## src/rtl/linebuf_window_ctrl.sv

```systemverilog
// rtl/linebuf_window_ctrl.sv - line-buffer FIFO sequencer with window coordinate generation
//
// Sequences the per-row line-buffer FIFOs of a KxK neighbourhood filter.
// The block counts the input pixel stream and programs the FIFO delay to the
// line width. After the last input pixel it flushes the FIFOs with padded
// pixels. It also reports which window centre sits at the FIFO outputs.
//
// Ports:
//   clk, reset_n             clock, synchronous active-low reset
//   cfg_width, cfg_height    frame geometry, sampled only on sof
//   sof                      start-of-frame pulse (no pixel on that cycle)
//   pix_valid                input pixel present
//   fifo_rst_n               synchronous reset to the line FIFOs
//   fifo_size                programmed FIFO delay (latched width)
//   fifo_enable              FIFO advance, combinational, aligned with input pixel
//   pix_pad                  selects zero data into the FIFOs during flush
//   win_valid                window centred on (out_x, out_y) at FIFO outputs
//   out_x, out_y             window centre coordinates
//   border                   centre within KERNEL/2 of an image edge
//   busy                     controller not idle
//   cfg_error                sticky: last sof rejected for bad geometry
//   frame_abort              pulse: active frame cut short by a new sof

module linebuf_window_ctrl #(
    parameter int KERNEL       = 3,
    parameter int ADDRESS_SIZE = 12
) (
    input  logic        clk,
    input  logic        reset_n,
    input  logic [15:0] cfg_width,
    input  logic [15:0] cfg_height,
    input  logic        sof,
    input  logic        pix_valid,
    output logic        fifo_rst_n,
    output logic [15:0] fifo_size,
    output logic        fifo_enable,
    output logic        pix_pad,
    output logic        win_valid,
    output logic [15:0] out_x,
    output logic [15:0] out_y,
    output logic        border,
    output logic        busy,
    output logic        cfg_error,
    output logic        frame_abort
);

    localparam logic [31:0] C_H    = 32'(KERNEL / 2);
    localparam logic [16:0] C_H17  = 17'(KERNEL / 2);
    localparam logic [31:0] C_K    = 32'(KERNEL);
    localparam logic [31:0] C_MAXW = 32'(1) << ADDRESS_SIZE;

    typedef enum logic [2:0] {
        S_IDLE,
        S_PRIME,
        S_FILL,
        S_RUN,
        S_FLUSH
    } state_t;

    state_t      r_state;
    logic [15:0] r_w;
    logic [15:0] r_ht;
    logic [31:0] r_lat;
    logic [31:0] r_total;
    logic [31:0] r_in_cnt;
    logic [31:0] r_flush_cnt;
    logic [15:0] r_nx;          // centre of the next window to be produced
    logic [15:0] r_ny;
    logic        r_fifo_rst_n;
    logic [15:0] r_fifo_size;
    logic        r_win_valid;
    logic [15:0] r_out_x;
    logic [15:0] r_out_y;
    logic        r_border;
    logic        r_cfg_error;
    logic        r_frame_abort;

    logic w_active;
    logic w_cfg_ok;
    logic w_pix;
    logic w_flush;
    logic w_win_en;
    logic w_last_pix;
    logic w_flush_done;
    logic w_border;

    assign w_active = (r_state == S_FILL) || (r_state == S_RUN) || (r_state == S_FLUSH);

    assign w_cfg_ok = ({16'd0, cfg_width} >= C_K) && ({16'd0, cfg_width} <= C_MAXW) &&
                      ({16'd0, cfg_height} >= C_K);

    // sof never carries a pixel, so it masks both pixel and flush advances.
    assign w_pix   = !sof && pix_valid && ((r_state == S_FILL) || (r_state == S_RUN));
    assign w_flush = !sof && (r_state == S_FLUSH);

    // Pixels still filling the line buffers do not complete a window.
    assign w_win_en = (w_pix && (r_state == S_RUN)) || w_flush;

    assign w_last_pix   = w_pix && (r_in_cnt == r_total - 32'd1);
    assign w_flush_done = (r_flush_cnt == r_lat - 32'd1);

    // x > W-1-H is evaluated as x+H >= W to stay clear of unsigned underflow.
    assign w_border = ({1'b0, r_nx} < C_H17) || ({1'b0, r_nx} + C_H17 >= {1'b0, r_w}) ||
                      ({1'b0, r_ny} < C_H17) || ({1'b0, r_ny} + C_H17 >= {1'b0, r_ht});

    assign fifo_enable = reset_n && (w_pix || w_flush);
    assign pix_pad     = reset_n && w_flush;
    assign busy        = (r_state != S_IDLE);
    assign fifo_rst_n  = r_fifo_rst_n;
    assign fifo_size   = r_fifo_size;
    assign win_valid   = r_win_valid;
    assign out_x       = r_out_x;
    assign out_y       = r_out_y;
    assign border      = r_border;
    assign cfg_error   = r_cfg_error;
    assign frame_abort = r_frame_abort;

    always_ff @(posedge clk) begin
        if (!reset_n) begin
            r_state       <= S_IDLE;
            r_w           <= 16'd0;
            r_ht          <= 16'd0;
            r_lat         <= 32'd0;
            r_total       <= 32'd0;
            r_in_cnt      <= 32'd0;
            r_flush_cnt   <= 32'd0;
            r_nx          <= 16'd0;
            r_ny          <= 16'd0;
            r_fifo_rst_n  <= 1'b0;
            r_fifo_size   <= 16'd0;
            r_win_valid   <= 1'b0;
            r_out_x       <= 16'd0;
            r_out_y       <= 16'd0;
            r_border      <= 1'b0;
            r_cfg_error   <= 1'b0;
            r_frame_abort <= 1'b0;
        end else begin
            r_fifo_rst_n  <= 1'b1;
            r_frame_abort <= 1'b0;
            r_win_valid   <= w_win_en;
            r_border      <= w_win_en && w_border;

            if (w_win_en) begin
                r_out_x <= r_nx;
                r_out_y <= r_ny;
                if (r_nx == r_w - 16'd1) begin
                    r_nx <= 16'd0;
                    r_ny <= r_ny + 16'd1;
                end else begin
                    r_nx <= r_nx + 16'd1;
                end
            end

            if (sof) begin
                r_frame_abort <= w_active;
                if (!w_cfg_ok) begin
                    r_cfg_error <= 1'b1;
                    r_state     <= S_IDLE;
                end else begin
                    r_cfg_error  <= 1'b0;
                    r_w          <= cfg_width;
                    r_ht         <= cfg_height;
                    r_fifo_size  <= cfg_width;
                    r_fifo_rst_n <= 1'b0;
                    r_state      <= S_PRIME;
                end
            end else begin
                case (r_state)
                    S_PRIME: begin
                        r_in_cnt    <= 32'd0;
                        r_flush_cnt <= 32'd0;
                        r_nx        <= 16'd0;
                        r_ny        <= 16'd0;
                        r_lat       <= C_H * {16'd0, r_w} + C_H;
                        r_total     <= {16'd0, r_w} * {16'd0, r_ht};
                        r_state     <= S_FILL;
                    end
                    S_FILL, S_RUN: begin
                        if (w_pix) begin
                            r_in_cnt <= r_in_cnt + 32'd1;
                            if (w_last_pix) begin
                                r_state <= S_FLUSH;
                            end else if ((r_state == S_FILL) && (r_in_cnt + 32'd1 == r_lat)) begin
                                r_state <= S_RUN;
                            end
                        end
                    end
                    S_FLUSH: begin
                        r_flush_cnt <= r_flush_cnt + 32'd1;
                        if (w_flush_done) begin
                            r_state <= S_IDLE;
                        end
                    end
                    default: begin
                    end
                endcase
            end
        end
    end

endmodule

```

## config.mk

```make
export PLATFORM = sky130hd
export DESIGN_NAME = linebuf_window_ctrl
export DESIGN_NICKNAME = d
export VERILOG_FILES = /design/src/rtl/linebuf_window_ctrl.sv
export SDC_FILE = /design/constraint.sdc
export NUM_CORES = 1
export LEC_CHECK = 0
export CORE_MARGIN = 4
export CORE_UTILIZATION = 35
export CTS_CLUSTER_SIZE = 25
export DETAILED_ROUTE_END_ITERATION = 16
export DONT_BUFFER_PORTS = 1
export PLACE_DENSITY = 0.5
export SYNTH_ARGS = -nofsm -noshare
export SYNTH_HDL_FRONTEND = slang
export SYNTH_SLANG_ARGS = --single-unit
```

## constraint.sdc

```tcl
create_clock -name clk -period 6.4 [get_ports clk]
set_input_delay 0.96 -clock clk [delete_from_list [all_inputs] [get_ports clk]]
set_output_delay 0.96 -clock clk [all_outputs]
set_load 0.005 [all_outputs]
```

* Word-level counts from Yosys, hierarchy flattened
Cells that the tools add are included.
** Cells by class
- Muxes and demuxes :: 20
- Eq/ne operators :: 12
- Multiply operators :: 1
- Bitwise gates (word level) :: 1
- Add/sub/neg operators :: 10
- $lt $le $gt $ge :: 7
- Reduce and logical (&&, ||, !) cells :: 30
** Operator list (count)
- $mux W16 :: 8
- $pmux W32 S2 :: 2
- $eq A32 B32 Y1 :: 3
- $add A32 B1 Y32 const B :: 2
- $sub A32 B1 Y32 const B :: 2
- $add A16 B1 Y17 const B :: 3
- $ge A17 B16 Y1 :: 2
- $add A16 B1 Y16 const B :: 2
- $ge A16 B2 Y1 const B :: 2
- $lt A16 B1 Y1 const B :: 2
- $mul A16 B16 Y32 :: 1
- $mux W32 :: 1
- $eq A16 B16 Y1 :: 1
- $le A16 B13 Y1 const B :: 1
- $sub A16 B1 Y16 const B :: 1
- $mux W3 :: 5
- $logic_and A1 B1 Y1 :: 11
- $pmux W3 S3 :: 1
- $reduce_and A2 Y1 :: 4
- $logic_or A1 B1 Y1 :: 7
- $eq A3 B2 Y1 const B :: 2
- $ne A3 B3 Y1 const B :: 2
- $ne A4 B4 Y1 const B :: 1
- $reduce_and A4 Y1 :: 1
- 11 further kinds :: 14
** Storage, ports and cells
- Flip-flop bits (word level) :: 232

* Depth between registers and ports, before layout
Gate-level depths: netlist of run 1.
- Depth in word-level cells :: 8
- Depth in mapped cells :: 26
- Gate-level depth less buffers :: 24

* Worst setup path after synthesis of run 1
OpenSTA, ideal clock, no wires.
- Path type :: register to register
- From :: reg, netlist name fifo_size[3]
- To :: reg r_total[31]
- Data arrival time :: 6.246 ns
- Cell stages (with the launch flop) :: 23
- Slack :: 0.062 ns
- Library setup time :: 0.092 ns
- Cells stage by stage :: dfxtp_1 clkbuf_1 inv_1 clkbuf_1 nor2_1 fa_1 fa_1 fa_1 fa_1 fa_1 inv_1 fa_1 inv_1 ha_1 and2_1 nor2b_1 a2111oi_0 or3_1 a21boi_0 o22ai_1 o21ai_0 o2111a_1 nor4_1
** RTL lines
- end signal: assignment :: line 175 : r_total <= {16'd0, r_w} * {16'd0, r_ht};
- end: declaration :: line 64 : logic [31:0] r_total;

==> results_dict.tcl, run 1 <==
set metrics [dict create \
    startpoint "fifo_size[8]$_SDFFE_PN0P_" \
    required_ns 6.87 \
    critPathArrivalTime_ns 6.61 \
    dr.pass1.iters 5 \
    slew_headroom 0.07482 \
    combPwrFrac 0.086 \
    synth_largest_area_cell "dfxtp_1" \
    grt_overflow 0 \
    grt_pass1_vias 18390 \
    seq_area_frac_synth 0.2006 \
    synth_seq_cells 217 \
    cts.sinks 217 \
    synth_fa_ha_area_frac 0.2637 \
    path_clk_slew_ns 0.06 \
    postSynthCellCount 2757 \
    synth_top_family_by_area "adder cells" \
    route.detailed.drc 0 \
    p_leak_nw 9.969 \
    io_pins 92 \
    hold_start "sof" \
    dp_hpwl_um 55780 \
    wire_per_inst_um 20.00 \
    post-route-util 0.3904 \
    pwr-share-seq 0.416 \
    cts_tree "yes" \
    synth.avg_cell_area_sq_um 7.855 \
    synth_cell_type_count 77 \
    vias_per_cell 5.337 \
    htree_levels 1 \
    num_rows 90 \
    syn_area_sq_um 21660 \
    yosys.area.top_type_share 0.2006 \
    fmax_mhz 162.9 \
    worstSetupPathType "flop to flop" \
    die-area_sq_um 65920 \
    drt_wl_total_um 70050 \
    endpoint_kind "flop" \
    start_util 0.3561 \
    yosys_warnings 0 \
    synth_area_leaders "dfxtp_1 (20%), fa_1 (18%), ha_1 (8.4%)" \
    synth_xor_area_frac 0.08349 \
    r2r_start "fifo_size[8]$_SDFFE_PN0P_" \
    cts_made_buffers 27 \
    drt-initial-drc-count 1171 \
    worstMarginPinSlew_ns 1.375 \
    cts_hold_buf 0 \
    maxCapViolations 0 \
    swShare 0.2603 \
    dp_cells 3453 \
    ys.flop_type "dfxtp_1" \
    mappedNetlistNets 3133 \
    pwr_density_cell_nw_per_um2 140.7 \
    clk_latency_ns 0.58 \
    status "finished clean" \
    synthTopCellsByCount "nand2_1 (358), inv_1 (287), nor2_1 (287), dfxtp_1 (217), fa_1 (194)" \
    p_total_mw 3.340 \
    synth-simple-area-share 0.2336 \
    place_congestion 0.8900 \
    clockRootBuffer "clkbuf_16" \
    synth_mux_area_frac 0.02109 \
    syn2layout_area_growth_pct 9.631 \
    clockPowerShare 0.499 \
    grt_start_max_net_pins 63 \
    instances_no_fill 3503 \
    peakVddDrop_mv 0.2039 \
    n_antenna_cell 0 \
    skew_ns 0.02741 \
    clockBufferDepth 3 \
    fin_crit_ns 6.139 \
    grt_usage 0.2064 \
    die_h_um 256.7 \
    power.internal_mw 2.471 \
    async_flop_share 0 \
    finalCritPeriodShare 0.9592 \
    ant_nets 0 \
    synth_most_common_cell "nand2_1" \
    numPortBuffers 0 \
    setup_violations 0 \
    core_area_sq_um 60810 \
    fin_nets 3078 \
    p_switching_mw 0.8693 \
    synth_edf_count 0 \
    hold_path_class "input pin to flop" \
    startpoint_type "flop" \
    drv_slew 0 \
    antenna_found_initial 0 \
    grt_pass1_wl_um 108800 \
    num_vias 18700 \
    die_x_um 256.7 \
    hold_viol 0 \
    synth-compound-area-share 0.1127 \
    crit_fanout 17 \
    drive_above_1_share 0.07240 \
]
[registers in the layout, summed over array words and instances, names as in the netlist]
register and count:
frame_abort 1, win_valid 1, r_flush_cnt 32, out_x 16, r_in_cnt 32, r_ht 16
cfg_error 1, fifo_rst_n 1, border 1, fifo_size 16, r_ny 16, r_lat 17
r_state 3, r_total 32, r_nx 16, out_y 16
[what timing repair did]
| item | in CTS | in global routing |
|---|---|---|
| endpoints found under the setup margin | 0 | 7 |
| buffers inserted | 0 | 2 |
| gates resized for setup | 0 | 25 |
| hold endpoints to repair | 0 | 0 |
[critical path: stages, from the launching register on]
cell and delay (ns):
dfxtp_1 0.41, buf_12 0.22, nand2_1 0.10, fa_1 0.55, fa_1 0.53, inv_1 0.05, fa_1 0.47, fa_1 0.52
fa_1 0.51, fa_1 0.49, ha_1 0.38, a21oi_1 0.23, o211ai_1 0.13, a41o_1 0.27, a311oi_1 0.24, a21bo_2 0.28
a31oi_2 0.22, o21ai_0 0.15, xnor2_1 0.19, o21ai_0 0.09
[final timing paths]
kind	endpoint	slack, ns	depth (start not counted)
max reg2reg	r_total[30]$_SDFFE_PN0P_	0.26	19
min	r_state[1]$_SDFFE_PN0P_	0.46	1
min reg2reg	out_x[2]$_SDFFE_PN0N_	0.47	2
max	r_total[30]$_SDFFE_PN0P_	0.26	19
[placed cells by master (no fill, tap or decap), types with 7 or more instances in the layout]
master     Yosys  layout
nand2_1      358     357
nor2_1       287     286
inv_1        287     280
dfxtp_1      217     211
fa_1         194     194
a21oi_1      157     156
ha_1         146     146
xnor2_1      130     130
buf_4          0     104
o21ai_0       80      76
nand3_1       75      75
xor2_1        72      72
nor3_1        73      72
nand4_1       46      46
and3_1        44      44
mux2i_1       40      40
nor4_1        40      38
or3_1         32      32
clkbuf_16      0      27
a211oi_1      25      25
nor2b_1       18      18
a31oi_1       17      16
or4_1         15      15
o21a_1        14      14
and2_1        13      13
o211ai_1      13      13
nor3b_1       12      12
a21o_1        12      12
a311oi_1      11      11
and4_1        10      10
nand2b_1      10      10
a22oi_1        9       9
inv_2          2       8
nand3b_1       8       8
nor4b_1        7       7
[power groups by stage]
stage / combinational (mW) / sequential [mW] / clock (mW)
3_5_place_dp: 0.284 / 1.42 / 0
3_3_place_gp: 0.280 / 1.42 / 0
2_1_floorplan: 0.216 / 1.40 / 0
4_1_cts: 0.285 / 1.39 / 1.71
5_1_grt: 0.317 / 1.39 / 1.77
6_report: 0.286 / 1.39 / 1.67
[cell families after synthesis]
family / Yosys count
DFF: 217
adders and majority gates: 340
xor gates and xnor gates: 204
buffers and inverters: 483
and+or+nand+nor: 1071
AOI/OAI and AO/OA: 397
muxes: 45
[cell type report]
| type | count | area [sq um] |
|---|---|---|
| clock buffer | 34 | 721.9 |
| clock inverter | 14 | 220.2 |
| fill | 6357 | 37070 |
| inverter | 292 | 1102 |
| multi-input combinational | 2057 | 15530 |
| sequential | 217 | 4352 |
| tap | 782 | 978.4 |
| timing repair buffer | 107 | 832.0 |
[through the flow]
stage / setup TNS (ns) / setup WS (ns) / hold slack, ns / instance area, sq um
global route: -0.0009530 / -0.0009530 / 0.4322 / 23740
detailed placement: 0 / 0.05387 / 0.4699 / 22740
finish: 0 / 0.2613 / 0.4613 / 23740
global placement: 0 / 0.1294 / 0.4685 / 22740
CTS: 0 / 0.02856 / 0.4212 / 23680
floorplan: 0 / 0.06192 / 0.4482 / 21660
[layer usage]
metal,part of all wire,vias up,track usage
met5,0,-,0
met4,0.027,0,0.05077
met3,0.054,84,0.03325
met2,0.45,469,0.3334
met1,0.46,9101,0.2901
li1,-,9041,-
(Power assumes the default switching activity.)
==> run 2: changes to the inputs <==
Settings changed: CORE_UTILIZATION 35 to 40, CTS_BUF_LIST set to sky130_fd_sc_hd__clkbuf_8, GPL_ROUTABILITY_DRIVEN set to 0, PLACE_DENSITY 0.5 to 0.55.
==> results_dict.tcl, run 2 (same netlist as run 1, synthesis figures left out) <==
set metrics [dict create \
    status "finished clean" \
    endpoint "r_total[31]$_SDFFE_PN0P_" \
    wire_per_inst_um 19.11 \
    pwr_density_cell_nw_per_um2 129.5 \
    setup_slack_ns 0.2978 \
    min_path_cells 1 \
    endpoint_kind "flop" \
    layout_commonest_cell "nand2_1" \
    final_cell_mix "nand2_1 (358), inv_1 (287), nor2_1 (285), dfxtp_1 (204), fa_1 (194)" \
    drv_slew 0 \
    top_regs "r_flush_cnt: 32 flops, r_in_cnt: 32 flops, r_total: 32 flops" \
    n_fill_cell 5479 \
    pre_cts_ws_ns -0.04173 \
    path_clk_slew_ns 0.06 \
    num_vias 19070 \
    die_h_um 240.7 \
    cpPeakStageDelay_ns 0.58 \
    startpoint "r_ht[7]$_SDFFE_PN0P_" \
    path_cells "buf_4, nand2_1, fa_1, inv_1, fa_1, fa_1, fa_1, fa_1, inv_1, fa_1, inv_1, ha_1, a21oi_1, o21ai_1, a2111oi_2, or3_1, a21boi_1, o22ai_2, o21ai_2, o2111a_1, nor4_2" \
    ant_nets 0 \
    syn2layout_area_growth_pct 8.129 \
    clk_latency_ns 0.61 \
    cts.sinks 217 \
    critPathArrivalTime_ns 6.61 \
    hold_path_class "input pin to flop" \
    reg2reg_depth 21 \
    grt_usage 0.2222 \
    start_util 0.4032 \
    r2r_end "r_total[31]$_SDFFE_PN0P_" \
    fmax_mhz 163.9 \
    required_ns 6.90 \
    finalCritPeriodShare 0.9535 \
    num_rows 85 \
    dr.pass1.iters 6 \
    post-route-util 0.4360 \
    antenna_found_initial 2 \
    vias_per_cell 5.564 \
    whs_ns 0.4343 \
    slew_headroom 0.2695 \
    clockRootBuffer "clkbuf_8" \
    crit_fanout 6 \
    hold_viol 0 \
    setup_violations 0 \
    cts_hold_buf 0 \
    drt-initial-drc-count 1200 \
    core_area_sq_um 53710 \
    io_pins 92 \
    grt_pass1_vias 18330 \
    seq_area_sq_um 4363 \
    p_leak_nw 9.907 \
    grt_overflow 0 \
    peakVddDrop_mv 0.1285 \
    cts_tree "yes" \
    fin_nets 3081 \
    r2r_slack_ns 0.30 \
    dp_hpwl_um 52120 \
    worstMarginPinSlew_ns 1.086 \
    multiInputGateArea_sq_um 15550 \
    skew_ns 0.01891 \
    crit_slowest_cell "fa_1" \
    grt_start_max_net_pins 69 \
    die_x_um 240.7 \
    r2r_start "r_ht[7]$_SDFFE_PN0P_" \
    htree_levels 2 \
    fin_crit_ns 6.102 \
    grt_pass1_wl_um 101800 \
    clockBufferDepth 3 \
    numPortBuffers 0 \
    maxCapViolations 0 \
    cts_made_buffers 41 \
    worstSetupPathType "flop to flop" \
    die-area_sq_um 57930 \
    drive_above_1_share 0.07873 \
    route.detailed.drc 0 \
    drt_wl_total_um 65530 \
    startpoint_type "flop" \
    cpMostUsedCell "fa_1" \
    p_total_mw 3.034 \
]
run 2: cell types whose count changed in the layout (fill, tap and decap cells not counted), sizes merged:
cell      change
clkbuf       +14
buf          -11
inv          +11
bufinv        -4
clkinv        -1
clkinvlp      +1
diode         +1
run 2: metal layers:
metal | vias to the layer above | wire [um] | global-route usage
li1 | 9064 | - | -
met2 | 584 | 29560 | 0.3460
met5 | - | 13 | 0
met1 | 9278 | 28500 | 0.2988
met3 | 145 | 4611 | 0.05051
met4 | 2 | 2835 | 0.09391
run 2: power breakdown:
part / switching (mW) / internal, mW / total [mW] / leakage (nW)
clock: 0.645 / 0.721 / 1.37 / 0.446
sequential: 0.0254 / 1.36 / 1.39 / 1.76
combinational: 0.176 / 0.104 / 0.280 / 7.70
run 2: metrics by stage:
step | TNS (ns) | cells | instance area, sq um
3_5_place_dp | -0.04173 | 3357 | 22550
4_1_cts | 0 | 3426 | 23340
6_report | 0 | 3428 | 23420
2_1_floorplan | 0 | 2757 | 21660
3_3_place_gp | 0 | 3357 | 22550
5_1_grt | -0.04889 | 3427 | 23410
run 2: worst min path at each step:
stage	startpoint	to	slack, ns
6_report	sof	r_state[1]$_SDFFE_PN0P_	0.43
2_1_floorplan	out_y[1]$_SDFFE_PN0N_	out_y[1]$_SDFFE_PN0N_	0.45
3_3_place_gp	out_x[15]$_SDFFE_PN0N_	out_x[15]$_SDFFE_PN0N_	0.47
5_1_grt	sof	r_state[1]$_SDFFE_PN0P_	0.42
3_5_place_dp	out_x[5]$_SDFFE_PN0N_	out_x[5]$_SDFFE_PN0N_	0.47
4_1_cts	sof	r_state[1]$_SDFFE_PN0P_	0.39
run 2: repair_timing:
action,CTS,global route
gates resized for setup,4,39
pin swaps,0,1
buffers inserted,0,1
endpoints found under the setup margin,1,8
run 2: cell type report:
cell class,count,share of cell area
Inverter,292,0.04729
Clock inverter,21,0.005343
Sequential cell,217,0.1863
Multi-Input combinational cell,2057,0.6639
Timing Repair Buffer,96,0.03163
Antenna cell,1,0.0001069
Tap cell,696,0.03719
Clock buffer,48,0.02821
run 2: worst max-delay path, delay by kind of cell (launching register included):
family	cells	cell delay [ns]
AND/OR/NAND/NOR	3	0.44
adder cells (fa/ha/maj)	7	3.35
AO/OA/AOI/OAI	7	1.33
flip-flops	1	0.50
buffers and inverters	4	0.36
==> run 3: changes to the inputs <==
Settings changed: CORE_UTILIZATION 40 to 45, PLACE_DENSITY 0.55 to 0.61.
==> results_dict.tcl, run 3 (same netlist as run 1, synthesis figures left out) <==
set metrics [dict create \
    hold_end "r_state[1]$_SDFFE_PN0P_" \
    wire_per_inst_um 19.43 \
    htree_levels 2 \
    final_cell_mix "nand2_1 (358), inv_1 (288), nor2_1 (287), dfxtp_1 (208), fa_1 (194)" \
    cts_made_buffers 41 \
    die_h_um 227.4 \
    r2r_slack_ns 0.21 \
    clk_latency_ns 0.61 \
    worstMarginPinSlew_ns 1.045 \
    setup_slack_ns 0.2113 \
    dr.pass1.iters 7 \
    reg2reg_depth 21 \
    whs_ns 0.4418 \
    hold_start "sof" \
    antenna_found_initial 1 \
    core_area_sq_um 47650 \
    dpl-instance-area_sq_um 22420 \
    dp_hpwl_um 50990 \
    numPortBuffers 0 \
    critPathArrivalTime_ns 6.71 \
    p_leak_nw 9.944 \
    peakVddDrop_mv 0.1558 \
    die_x_um 227.4 \
    drv_slew 0 \
    clockRootBuffer "clkbuf_8" \
    hold_path_class "input pin to flop" \
    drive_above_1_share 0.07543 \
    min_path_cells 1 \
    layout_commonest_cell "nand2_1" \
    r2r_start "fifo_size[2]$_SDFFE_PN0P_" \
    skew_ns 0.02176 \
    num_vias 19300 \
    finish.instance_area_sq_um 23380 \
    cpMostUsedCell "fa_1" \
    drt-initial-drc-count 1559 \
    pwr_density_cell_nw_per_um2 136.4 \
    finalCritPeriodShare 0.9670 \
    slew_headroom 0.2967 \
    grt_pass1_vias 18490 \
    setup_violations 0 \
    cts_tree "yes" \
    hold_viol 0 \
    grt_overflow 0 \
    clockBufferDepth 3 \
    grt_usage 0.2479 \
    route.detailed.drc 0 \
    fin_crit_ns 6.189 \
    pre_cts_ws_ns -0.05626 \
    die-area_sq_um 51700 \
    endpoint_kind "flop" \
    ant_nets 0 \
    top_regs "r_flush_cnt: 32 flops, r_in_cnt: 32 flops, r_total: 32 flops" \
    r2r_end "r_total[30]$_SDFFE_PN0P_" \
    syn2layout_area_growth_pct 7.979 \
    num_rows 80 \
    vias_per_cell 5.767 \
    path_cells "buf_4, nand2_1, fa_1, fa_1, inv_1, fa_1, fa_1, fa_1, inv_1, fa_1, inv_1, ha_1, a21oi_1, o211ai_1, a41o_1, a311oi_1, a21bo_2, a31oi_1, o21ai_0, xnor2_1, o21ai_0" \
    cpPeakStageDelay_ns 0.58 \
    cts.sinks 217 \
    grt_start_max_net_pins 134 \
    p_total_mw 3.189 \
    grt_pass1_wl_um 102200 \
    io_pins 92 \
    crit_slowest_cell "fa_1" \
    fmax_mhz 161.6 \
    start_util 0.4545 \
    cts_setup_buffers 0 \
    maxCapViolations 0 \
    worstSetupPathType "flop to flop" \
    rsz0062_at_grt "no" \
    path_clk_slew_ns 0.06 \
    drt_wl_total_um 65030 \
    startpoint_type "flop" \
    crit_fanout 7 \
    status "finished clean" \
    required_ns 6.92 \
    fin_nets 3077 \
]
run 3: cell types whose count changed in the layout (fill, tap and decap cells not counted), moves of 2 or more:
cell,previous run,this run
nor2_1,285,287
inv_2,10,8
bufinv_16,1,4
dfxtp_1,204,208
nor2_2,2,0
clkinv_2,6,8
buf_4,93,88
dfxtp_2,12,8
run 3: worst max-delay path by stage:
stage	start	end	slack [ns]	cells past startpoint
2_1_floorplan	fifo_size[3]$_SDFFE_PN0P_	r_total[31]$_SDFFE_PN0P_	0.06	22
3_3_place_gp	fifo_size[6]$_SDFFE_PN0P_	r_total[31]$_SDFFE_PN0P_	0.1	24
3_5_place_dp	fifo_size[6]$_SDFFE_PN0P_	r_total[31]$_SDFFE_PN0P_	-0.06	24
4_1_cts	fifo_size[7]$_SDFFE_PN0P_	r_total[31]$_SDFFE_PN0P_	0.003	24
5_1_grt	fifo_size[2]$_SDFFE_PN0P_	r_total[30]$_SDFFE_PN0P_	0.001	21
6_report	fifo_size[2]$_SDFFE_PN0P_	r_total[30]$_SDFFE_PN0P_	0.21	21
run 3: per-layer routing:
metal | up-vias | track usage | part of all wire
met1 | 9366 | 0.3465 | 0.43
met4 | 0 | 0.08511 | 0.038
met5 | - | 0 | 0
met2 | 717 | 0.3920 | 0.45
li1 | 9066 | - | -
met3 | 152 | 0.04049 | 0.073
run 3: power by group:
group	internal, mW	switching, mW
combinational	0.104	0.177
clock	0.866	0.653
sequential	1.36	0.0259
run 3: area by class of cell:
class	instances	area, sq um
antenna	1	2.502
clock buffer	49	674.4
clock inverter	24	227.7
fill	4707	24260
inverter	292	1109
multi-input combinational	2057	15530
sequential	217	4358
tap	615	769.5
timing repair buffer	92	714.4
run 3: worst max-delay path: cells and delay by family, from the launching register on:
family | cells | cell delay [ns]
adders and majority gates | 7 | 3.49
AOI/OAI and AO/OA | 8 | 1.65
DFF | 1 | 0.36
buffers and inverters | 4 | 0.36
xor gates and xnor gates | 1 | 0.14
and+or+nand+nor | 1 | 0.09
run 3: repair_timing:
action,in CTS,in global routing
gates resized for setup,2,30
gates cloned,0,0
setup endpoints to repair,2,10
hold buffers,0,0
pin swaps,0,1
run 3: metrics by stage:
stage	TNS, ns	cells	util
3_3_place_gp	0	3273	0.4706
4_1_cts	0	3346	0.4896
2_1_floorplan	0	2757	-
3_5_place_dp	-0.05934	3273	0.4706
6_report	0	3347	0.4908
5_1_grt	0	3347	0.4908
